`src/rtl/jk_mod_counter.sv`:
```
// Modulo-MOD up/down counter built from per-bit JK cells, with terminal count and wrap pulse.
// Define JK_COUNTER_LOAD_EN to enable the synchronous clamped parallel load.
module jk_cell (
  input  logic clk,
  input  logic rst,
  input  logic j,
  input  logic k,
  output logic q
);
  always_ff @(posedge clk or posedge rst)
    if (rst) q <= 1'b0;
    else     q <= (j & ~q) | (~k & q);
endmodule

module jk_mod_counter #(
  parameter int WIDTH = 4,
  parameter int MOD   = 10
) (
  input  logic             clk,
  input  logic             rst,
  input  logic             en,
  input  logic             up,
  input  logic             load,
  input  logic [WIDTH-1:0] d,
  output logic [WIDTH-1:0] q,
  output logic             tc,
  output logic             wrap
);
  // One extra bit so q+1 stays exact when MOD == 2^WIDTH.
  localparam logic [WIDTH:0] LAST = (WIDTH+1)'(MOD - 1);
  localparam logic [WIDTH:0] MODW = (WIDTH+1)'(MOD);

  logic [WIDTH:0]   qx, dx, nxt;
  logic [WIDTH-1:0] j, k;
  logic             ld;
  logic             unused;

  assign qx = {1'b0, q};
  assign dx = {1'b0, d};

`ifdef JK_COUNTER_LOAD_EN
  assign ld     = load;
  assign unused = nxt[WIDTH];
`else
  assign ld     = 1'b0;
  assign unused = nxt[WIDTH] ^ load ^ (^d);
`endif

  always_comb begin
    nxt = qx;
    if (ld)
      nxt = (dx < MODW) ? dx : LAST;
    else if (en) begin
      // Out-of-range counts fall back into range in either direction.
      if (up) nxt = (qx >= LAST) ? '0 : qx + 1'b1;
      else    nxt = (qx == '0 || qx >= MODW) ? LAST : qx - 1'b1;
    end
  end

  assign tc = en & ~ld & ((up & (qx == LAST)) | (~up & (qx == '0)));

  assign j = nxt[WIDTH-1:0] & ~q;
  assign k = ~nxt[WIDTH-1:0] & q;

  for (genvar i = 0; i < WIDTH; i++) begin : g_bit
    jk_cell u_cell (
      .clk (clk),
      .rst (rst),
      .j   (j[i]),
      .k   (k[i]),
      .q   (q[i])
    );
  end

  always_ff @(posedge clk or posedge rst)
    if (rst) wrap <= 1'b0;
    else     wrap <= tc;
endmodule

```
`config.mk`:
```
export PLATFORM = sky130hd
export DESIGN_NAME = jk_mod_counter
export DESIGN_NICKNAME = d
export VERILOG_FILES = /design/src/rtl/jk_mod_counter.sv
export SDC_FILE = /design/constraint.sdc
export NUM_CORES = 1
export LEC_CHECK = 0
export BUFFER_PORTS_ARGS = -buffer_cell sky130_fd_sc_hd__buf_2
export CORE_AREA = 2 2 39 41
export DETAILED_ROUTE_END_ITERATION = 16
export DIE_AREA = 0 0 41 43
export GPL_ROUTABILITY_DRIVEN = 1
export PLACE_DENSITY = 0.67
export SETUP_SLACK_MARGIN = 0.02
export SLEW_MARGIN = 20
export SYNTH_ARGS = -nofsm -noshare
export SYNTH_HDL_FRONTEND = slang
export SYNTH_SLANG_ARGS = --single-unit
```
`constraint.sdc`:
```
create_clock -name clk -period 2.2 [get_ports clk]
set_input_delay 0.44 -clock clk [delete_from_list [all_inputs] [get_ports clk]]
set_output_delay 0.44 -clock clk [all_outputs]
set_load 0.03 [all_outputs]
```
; Word level (Yosys, flattened, before mapping)
; Index checks and enable logic that the tools add are counted.
[totals]
word_cells = 45
in_bits = 9
reg_bits = 5
[classes]
n_mux = 4
order_cmp = 2
n_addsub = 2
eq_ne = 1
reduce_logical = 2
n_bitwise = 29
[ops]
columns = op, n
row1 = $mux 4, 4
row2 = $and 1x1->1, 11
row3 = $not 1->1, 9
row4 = $and 4x4->4, 2
row5 = $ge 4x4->1 const B, 2
row6 = $not 4->4, 2
row7 = $logic_not 5->1, 1
row8 = $or 1x1->1, 5
row9 = $add 4x1->4 const B, 1
row10 = $eq 4x4->1 const B, 1
row11 = $sub 4x1->4 const B, 1
row12 = $logic_or 1x1->1, 1

; Depth between registers and ports, before layout
; Gate-level depths: netlist of run 1.
[depth]
word_depth = 10
depth_mapped = 6

; Modules after synthesis
; From an unflattened synthesis of run 1, not the netlist that was laid out.
[unflattened]
hier_cells = 64
area_unflattened_um2 = 515.5
[modules_own_cells]
columns = module, n_inst, area_each_um2, seq_area_each_um2, cells_each
row1 = jk_mod_counter, 1, 345.3, 25.0, 48
row2 = jk_cell, 4, 42.5, 25.0, 4

; Worst setup path after synthesis of run 1
; No wires, ideal clock.
[synth_path]
kind = input-to-output
startpoint = input port up
endpoint = output port tc
path_buffers = 1
setup_slack_ps = 465
required_ps = 1760
arrival_time_ps = 1295
path_stages = 3
cell_sequence = clkbuf_1 -> nand3_1 -> a21oi_1
[synth_via]
elab_chain_cells = 4
elab_cells_between_ends = 5
cone_classes = bitwise (5)
[synth_lines]
columns = element, line_no
row1 = from (decl), 22  ; input logic up,
row2 = $not 1->1, 60  ; assign tc = en & ~ld & ((up & (qx == LAST)) | (~up & (qx == '0)));
row3 = $and 1x1->1, 60
row4 = $or 1x1->1 (*), 60
row5 = $and 1x1->1 (*), 60
row6 = to (decl), 26  ; output logic tc,
; Every way passes the cells marked *; elsewhere a longest branch is shown, timed or not.

==> metrics.md, run 1 <==
| Metric | Value |
|---|---|
| Crit share post-route | 89.0% |
| Area Growth Syn to Fin | 12.0% |
| Setup Skew | 0.00606 ns |
| Post-Syn Area | 437 um2 |
| Period minus WS final | 1.96 ns |
| Core Area | 0.00138 mm2 |
| Post-Syn Instances | 53 |
| Total power | 0.000708 W |
| Post-CTS resize count | 0 |
| P per Cell Area | 1450 mW/mm2 |
| Pre-antenna DRT Iters | 4 |
| Commonest non-fill, non-tap cell in the layout | buf_2 |
| Max clock buf depth | 2 |
| Maxcap violations | 0 |
| Status | finished clean |
| Leakage | 0.243 nW |
| Boundary pin count | 15 |
| IO buf count | 9 |
| Max Slew Vio Count | 0 |
| Die Y | 43 um |
| CP endpoint kind | output port |
| Vias in the first global route | 328 |
| Yosys cell types | 22 |
| Clock Sink Count | 5 |
| Area of the multi-input gates | 243 um2 |
| First-pass GRT wire length | 1340 um |
| Share of layout cells above drive strength 1 | 25.0% |
| CP max stage cell | dfrtp_1 |
| DR iter-0 viols | 4 |
| Ys async rst share | 100% |
| Max-Slew Margin vs Limit | 75.5% |
| Antenna Nets Post-Route | 0 |
| Initial antenna violation count | 0 |
| Avg Inst Size Synth | 8.24 um2 |
| Largest stage delay on the critical path | 0.47 ns |
| TritonCTS Buffers | 3 |
| RSZ-0062 raised after global routing | no |
| Worst hold path class | input pin to asynchronous set/reset pin |
| Die ar. | 0.00176 mm2 |
| Most frequent cells in the layout | buf_2, inv_1, a21oi_1, ha_1, dfrtp_1 |
| Synth top area share | 28.7% |
| Rows | 14 |
| Critical path class | register to output port |
| Reg clk slew, reported paths | 0.05 ns |
| Critical Path AT | 1.52 ns |
| Hold buffers post-CTS | 0 |
| Remaining Overflow, GRT | 0 |
| Area leader, netlist | dfrtp_1 |
| Drt wl/cell | 11.3 um |
| Syn Nets | 67 |
| Die width | 41 um |
| DP HPWL | 651 um |
| Register area | 125 um2 |
| EDFF count, synth | 0 |
| Peak VDD IR | 0.372 mV |
| Root buf cell | clkbuf_4 |
| Ranking of synthesized cells by area | dfrtp_1, ha_1, buf_4 |
| Final wirelength | 860 um |
| Via/cell ratio | 4.92 |
| Layout Nets | 75 |
| Fill count | 147 |
| Setup Viol. Count Final | 0 |
| # diodes | 0 |
| Largest net degree at the start of global routing | 11 |
| GP Congestion | 0.803 |
| Max Clock Freq | 0.511 GHz |
| Number of synthesized register bits | 5 |
| CTS tree | yes |
| Worst Setup Start Kind | register |
| Crit-path cells | inv_1 -> ha_1 -> nand3_1 -> a21oi_1 -> buf_2 |
| Vias | 374 |
| Pre-CTS setup slack | 0.435 ns |
| Remaining DRCs | 0 |
| Critical path required time | 1.76 ns |
| Setup WS post-layout | 0.242 ns |
| Sequential area share after synthesis | 28.7% |
| Gr usage total | 11.1% |
| Later-pin clock latency in the skew report | 0.25 ns |
| Syn. warnings | 0 |
| H-tree depth | 1 |
| TNS Setup | 0 ns |
| Slew @ Worst Pin | 0.367 ns |
| Number of setup buffers added after CTS | 0 |
| Final hold vios | 0 |
| Synth Flop Type | dfrtp_1 |
| Starting density of the core | 31.6% |
| Crit-path max FO | 8 |
## cells by family after synthesis
kind of cell	share of synthesized area (%)
DFF	28.7
buffers and inverters	15.8
and+or+nand+nor	22.1
adders and majority gates	14.3
muxes	2.29
AOI/OAI and AO/OA	16.9
## metal layers
layer / share of wire [%] / global-route usage [%] / wire, um / up-vias
li1: - / - / - / 190
met4: 0.93 / 4.00 / 8 / 0
met5: 0 / 0 / 0 / -
met2: 44 / 16.3 / 378 / 12
met3: 7.0 / 4.71 / 60 / 2
met1: 48 / 14.0 / 412 / 170
## final timing paths
kind / slack (ns) / from / endpoint / depth (start not counted)
hold reg to reg: 0.68 / register / register / 2
setup / recovery: 0.24 / register / tc / 5
min in group clk: 0.41 / en / register / 2
hold / removal: 0.07 / rst / asynchronous set/reset pin / 2
max in group asynchronous: 1.95 / rst / asynchronous set/reset pin / 2
setup reg to reg: 0.43 / register / register / 6
## power breakdown
part	internal, W	switching [W]	leakage, nW	total, W
clock	0.0000687	0.0000396	0.0150	0.000108
combinational	0.000150	0.000238	0.166	0.000388
sequential	0.000129	0.0000826	0.0621	0.000212
total	0.000348	0.000360	0.243	0.000708
## cells in the mapped netlist (2+ instances only)
cell type / number
a21oi_1: 5
nor3_1: 2
buf_4: 4
ha_1: 5
inv_1: 8
dfrtp_1: 5
nor2_1: 4
nand3_1: 4
nand2_1: 2
a221oi_1: 2
## worst max-delay path: cells and delay by family (launching register included)
kind,cells,cell delay [ns]
DFF,1,0.47
and+or+nand+nor,1,0.07
AOI/OAI and AO/OA,1,0.18
adders and majority gates,1,0.17
buffers and inverters,2,0.36
## cell type report
type	count	area share (%)
Tap cell	16	4.09
Inverter	8	6.14
Sequential cell	5	25.6
Multi-Input combinational cell	34	49.6
Clock buffer	4	5.37
Timing Repair Buffer	9	9.21
## stage by stage
step                      cell area, um2  instances  hold WS, ns  util (%)
after detailed placement             463         72        0.336      33.5
after global routing                 489         76       0.0939      35.4
after CTS                            489         76       0.0643      35.4
after floorplan                      437         53        0.219         -
after global placement               463         72        0.333      33.5
final                                489         76       0.0742      35.4
No activity file was read; power rests on OpenSTA's default activity.
==> run 2: changes to the inputs <==
- HOLD_SLACK_MARGIN: default -> 0.08
- PLACE_DENSITY: 0.67 -> 0.55
==> run 2 against run 1 <==
Cell count grew 1.3%. Clock-buffer cell count is the same. First-iteration DRC count grew 25%. Power shrank 1.4%. Hold slack gained 0.33 ns. Global-route usage shrank 0.49 points. Fmax grew 0.96%. Critical endpoint unchanged.
==> metrics.md, run 2 (synthesis results as in run 1) <==
| Metric | Value |
|---|---|
| Max Clock Freq | 0.516 GHz (+0.96%) |
| GP Congestion | 0.697 (-13%) |
| Clk pwr share | 15.1% (-0.2 points) |
| Setup WS post-layout | 0.261 ns (+0.0186 ns) |
| Setup Viol. Count Final | 0 (unchanged) |
| First-pass GRT wire length | 1180 um (-12%) |
| Core Area | 0.00138 mm2 (unchanged) |
| TNS Setup | 0 ns (unchanged) |
| Boundary pin count | 15 (unchanged) |
| Max-Slew Margin vs Limit | 78.6% (+3.0 points) |
| Die ar. | 0.00176 mm2 (unchanged) |
| Post-CTS resize count | 0 (unchanged) |
| Vias in the first global route | 287 (-13%) |
| Die width | 41 um (unchanged) |
| Pre-CTS setup slack | 0.420 ns (-0.0144 ns) |
| Drt wl/cell | 10.5 um (-7.0%) |
| IO buf count | 9 (unchanged) |
| Maxcap violations | 0 (unchanged) |
| Most frequent cells in the layout | buf_2, inv_1, a21oi_1, ha_1, dfrtp_1 |
| Crit share post-route | 88.2% (-0.85 points) |
| Final wirelength | 810 um (-5.8%) |
| Crit-path max FO | 8 (unchanged) |
| Remaining Overflow, GRT | 0 (unchanged) |
| Final instance area | 499 um2 (+2.0%) |
| Largest net degree at the start of global routing | 11 (unchanged) |
| Psw | 0.000350 W (-2.8%) |
| Starting density of the core | 31.6% (unchanged) |
| Die Y | 43 um (unchanged) |
| Later-pin clock latency in the skew report | 0.24 ns (about the same) |
| Critical Path AT | 1.50 ns (-0.02 ns) |
| Max Slew Vio Count | 0 (unchanged) |
| Layout Nets | 76 (+1.3%) |
| TritonCTS Buffers | 3 (unchanged) |
| Post-DP Area | 463 um2 (unchanged) |
| Worst Setup Start Kind | register |
| Root buf cell | clkbuf_4 |
| Via/cell ratio | 4.97 (+1.1%) |
| Remaining DRCs | 0 (unchanged) |
| Area Growth Syn to Fin | 14.3% |
| CTS tree | yes |
| Internal | 0.000348 W (about the same) |
| Total power | 0.000698 W (-1.4%) |
| Antenna Nets Post-Route | 0 (unchanged) |
| Leakage | 0.247 nW (+1.7%) |
| Commonest non-fill, non-tap cell in the layout | buf_2 |
| Pre-antenna DRT Iters | 4 (unchanged) |
| P per Cell Area | 1400 mW/mm2 (-3.4%) |
| Rows | 14 (unchanged) |
| Status | finished clean |
| Critical path class | register to output port |
| Switching Share | 50.2% (-0.69 points) |
| Period minus WS final | 1.94 ns (-0.0186 ns) |
| DR iter-0 viols | 5 (+1) |
| Reg clk slew, reported paths | 0.04 ns (about the same) |
| Vias | 383 (+2.4%) |
| RSZ-0062 raised after global routing | no |
| Clock Sink Count | 5 (unchanged) |
| Initial antenna violation count | 0 (unchanged) |
| CP endpoint kind | output port |
| Critical path required time | 1.76 ns (about the same) |
| Max clock buf depth | 2 (unchanged) |
| Worst hold path class | input pin to register |
| Sequential share of power | 29.7% (-0.2 points) |
| # diodes | 0 (unchanged) |
| Setup Skew | 0.00278 ns (-0.00328 ns) |
| H-tree depth | 1 (unchanged) |
| Peak VDD IR | 0.493 mV (+33%) |
| Slew @ Worst Pin | 0.322 ns (-0.0454 ns) |
| Number of setup buffers added after CTS | 0 (unchanged) |
| Final hold vios | 0 (unchanged) |
| Gr usage total | 10.6% (-0.49 points) |
| Share of layout cells above drive strength 1 | 24.6% (-0.41 points) |
| Comb pwr share | 55.2% (+0.4 points) |
## run 2: repair_timing
action	4_1_cts	5_1_grt
hold endpoints to repair	4	0
setup endpoints to repair	0	0
hold buffers	1	0
## run 2: area by class of cell
type,instances,area [um2]
Multi-Input combinational cell,34,243
Fill cell,150,885
Timing Repair Buffer,10,55.1
Tap cell,16,20.0
Sequential cell,5,125
Inverter,8,30.0
Clock buffer,4,26.3
## run 2: worst max-delay path, cell delays in order, from the launching register on
cell,delay (ns)
dfrtp_1,0.46
inv_1,0.14
ha_1,0.17
nand3_1,0.07
a21oi_1,0.18
buf_2,0.22
## run 2: final timing paths
path | startpoint | end | slack [ns] | depth (start not counted)
worst max-delay path | register | tc | 0.26 | 5
worst min-delay path | en | register | 0.40 | 2
worst max register to register | register | register | 0.44 | 6
worst min register to register | register | register | 0.66 | 2
max in group asynchronous | rst | asynchronous set/reset pin | 1.39 | 3
min in group asynchronous | rst | asynchronous set/reset pin | 0.64 | 3
## run 2: through the flow
step                util (%)  hold slack, ns  instances
finish                  36.1           0.405         77
global route            36.1           0.407         77
CTS                     36.1           0.399         77
detailed placement      33.5           0.341         72
global placement        33.5           0.336         72
floorplan                  -           0.219         53
## run 2: per-layer routing
metal  vias up  GRT usage, %  part of all wire, %  routed length, um
met4         0          4.00                    0                  0
met2        13          13.8                   45                364
met3         0          6.28                  7.0                 57
met1       175          14.0                   48                388
li1        195             -                    -                  -
met5         -             0                    0                  0
## run 2: power by group through the flow
stage | Clock [W] | Combinational [W] | Sequential, W
6_report | 0.000106 | 0.000385 | 0.000207
5_1_grt | 0.000117 | 0.000429 | 0.000217
4_1_cts | 0.000112 | 0.000390 | 0.000208
3_5_place_dp | 0 | 0.000387 | 0.000209
3_3_place_gp | 0 | 0.000384 | 0.000212
2_1_floorplan | 0 | 0.000375 | 0.000177
==> run 3: changes to the inputs <==
- CORE_AREA: 2 2 39 41 -> 4 4 41 43
- DIE_AREA: 0 0 41 43 -> 0 0 45 47
- GPL_TIMING_DRIVEN: default -> 0
==> run 3 against run 2 <==
Die area rose by 20%. Combinational power up 20%. Largest power group unchanged. Sequential share of layout area is 1.1 points lower. Register-to-register slack lost 0.04 ns. Via count down 2.1%. Routed wire length grew 10%. Clock-buffer cell count did not move. Highest routed layer unchanged. Sequential cell count stayed put. Power rose by 8.3%. Sequential power shrank 9%. Fmax shrank 1.1%.
==> metrics.md, run 3 (synthesis results as in run 1) <==
| Metric | Value |
|---|---|
| Status | finished clean |
| DR iter-0 viols | 7 (+2) |
| Max Clock Freq | 0.510 GHz (-1.1%) |
| Max-Slew Margin vs Limit | 76.0% (-2.5 points) |
| Critical path required time | 1.76 ns (about the same) |
| First-pass GRT wire length | 1540 um (+30%) |
| GP Congestion | 0.739 (+6.0%) |
| Most frequent cells in the layout | buf_2, inv_1, a21oi_1, ha_1, dfrtp_1 |
| Critical path class | register to output port |
| Die Y | 47 um (+9.3%) |
| Switching Share | 48.1% (-2.0 points) |
| Vias in the first global route | 338 (+18%) |
| Boundary pin count | 15 (unchanged) |
| Max Slew Vio Count | 0 (unchanged) |
| Layout Nets | 80 (+5.3%) |
| Gr usage total | 10.2% (-0.35 points) |
| Fill count | 140 (-6.7%) |
| Crit-path max FO | 8 (unchanged) |
| Psw | 0.000363 W (+3.9%) |
| Core Area | 0.00130 mm2 (-6.0%) |
| Placed cells | 76 (+5.6%) |
| Die width | 45 um (+9.8%) |
| Clock Sink Count | 5 (unchanged) |
| Commonest non-fill, non-tap cell in the layout | buf_2 |
| Area of the multi-input gates | 243 um2 (unchanged) |
| Peak VDD IR | 0.501 mV (+1.5%) |
| # diodes | 0 (unchanged) |
| Post-DP Area | 495 um2 (+7.0%) |
| Max clock buf depth | 2 (unchanged) |
| Antenna Nets Post-Route | 0 (unchanged) |
| Flop-to-flop setup slack | 0.40 ns (-0.04 ns) |
| Final instance area | 522 um2 (+4.5%) |
| Crit share post-route | 89.2% (+1.0 points) |
| Period minus WS final | 1.96 ns (+0.0223 ns) |
| Internal | 0.000392 W (+13%) |
| Setup Viol. Count Final | 0 (unchanged) |
| Root buf cell | clkbuf_4 |
| Initial antenna violation count | 0 (unchanged) |
| Sequential share of power | 24.9% (-4.8 points) |
| Drt wl/cell | 11.2 um (+6.4%) |
| H-tree depth | 1 (unchanged) |
| Die ar. | 0.00212 mm2 (+20%) |
| Setup Skew | 0.00281 ns (+0.0000299 ns) |
| Area Growth Syn to Fin | 19.5% |
| Final wirelength | 895 um (+10%) |
| CTS tree | yes |
| Starting density of the core | 33.6% (+2.0 points) |
| Vias | 375 (-2.1%) |
| Leakage | 0.264 nW (+6.9%) |
| Register area | 125 um2 (unchanged) |
| Comb pwr share | 61.3% (+6.1 points) |
| Critical Path AT | 1.52 ns (+0.02 ns) |
| Share of layout cells above drive strength 1 | 29.2% (+4.6 points) |
| Final Non-Filler Cells | 80 (+3.9%) |
| IO buf count | 8 (-1) |
| TritonCTS Buffers | 3 (unchanged) |
| Critical Path Sink | tc |
| Hold buffers post-CTS | 0 (-1) |
| Final hold vios | 0 (unchanged) |
| Later-pin clock latency in the skew report | 0.24 ns (about the same) |
| R2R cell count | 6 (unchanged) |
| Slew @ Worst Pin | 0.360 ns (+0.0380 ns) |
| TNS Setup | 0 ns (unchanged) |
| Post-CTS resize count | 0 (unchanged) |
| Worst hold path class | input pin to asynchronous set/reset pin |
| CP endpoint kind | output port |
| RSZ-0062 raised after global routing | no |
| Largest net degree at the start of global routing | 10 (-1) |
| Maxcap violations | 0 (unchanged) |
| Reg clk slew, reported paths | 0.04 ns (about the same) |
| Remaining DRCs | 0 (unchanged) |
| Pre-antenna DRT Iters | 3 (-1) |
| Utilization after layout | 40.1% (+4.0 points) |
| Remaining Overflow, GRT | 0 (unchanged) |
| Clk pwr share | 13.8% (-1.3 points) |
| P per Cell Area | 1450 mW/mm2 (+3.6%) |
| Worst Setup Start Kind | register |
| Number of setup buffers added after CTS | 0 (unchanged) |
| Via/cell ratio | 4.69 (-5.8%) |
| Rows | 13 (-1) |
| DP HPWL | 659 um |
[run 3: cell count changes in the layout (fill, tap and decap cells not counted)]
| cell | delta |
|---|---|
| buf_4 | +4 |
| clkbuf_1 | +1 |
| dlygate4sd3_1 | -1 |
[run 3: routing by layer]
metal	vias to the layer above	share of wire (%)	global-route usage, %
met5	-	0	0
met4	0	0	1.75
met3	0	3.2	4.60
met2	7	48	15.3
met1	164	49	13.8
li1	204	-	-
[run 3: power groups by stage]
stage | combinational (W) | sequential [W] | clock [W]
floorplan | 0.000375 | 0.000177 | 0
global placement | 0.000461 | 0.000192 | 0
detailed placement | 0.000462 | 0.000189 | 0
CTS | 0.000465 | 0.000189 | 0.000111
global route | 0.000521 | 0.000195 | 0.000118
finish | 0.000463 | 0.000188 | 0.000104
[run 3: final cells by class]
class,count,area share [%]
clock buffer,4,5.04
timing repair buffer,8,7.67
buffer,6,7.43
tap,15,3.60
multi-input combinational,34,46.5
inverter,8,5.76
sequential,5,24.0
[run 3: worst min path at each step]
stage | start | endpoint | slack (ns) | depth (start not counted)
detailed placement | rst | asynchronous set/reset pin | 0.34 | 2
finish | rst | wrap$_DFF_PP0_ | 0.08 | 2
global route | rst | wrap$_DFF_PP0_ | 0.09 | 2
floorplan | rst | asynchronous set/reset pin | 0.22 | 1
CTS | rst | wrap$_DFF_PP0_ | 0.08 | 2
global placement | rst | asynchronous set/reset pin | 0.34 | 2
[run 3: worst max-delay path, stage by stage, from the launching register on]
cell     delay (ns)
dfrtp_1        0.47
inv_1          0.16
ha_1           0.18
nand3_1        0.08
a21oi_1        0.17
buf_2          0.22
[run 3: through the flow]
stage | power, W | worst slack, ns | hold WS (ns)
finish | 0.000755 | 0.238 | 0.0825
global route | 0.000833 | 0.112 | 0.0897
CTS | 0.000764 | 0.212 | 0.0811
detailed placement | 0.000651 | 0.428 | 0.342
global placement | 0.000654 | 0.410 | 0.339
floorplan | 0.000552 | 0.465 | 0.219
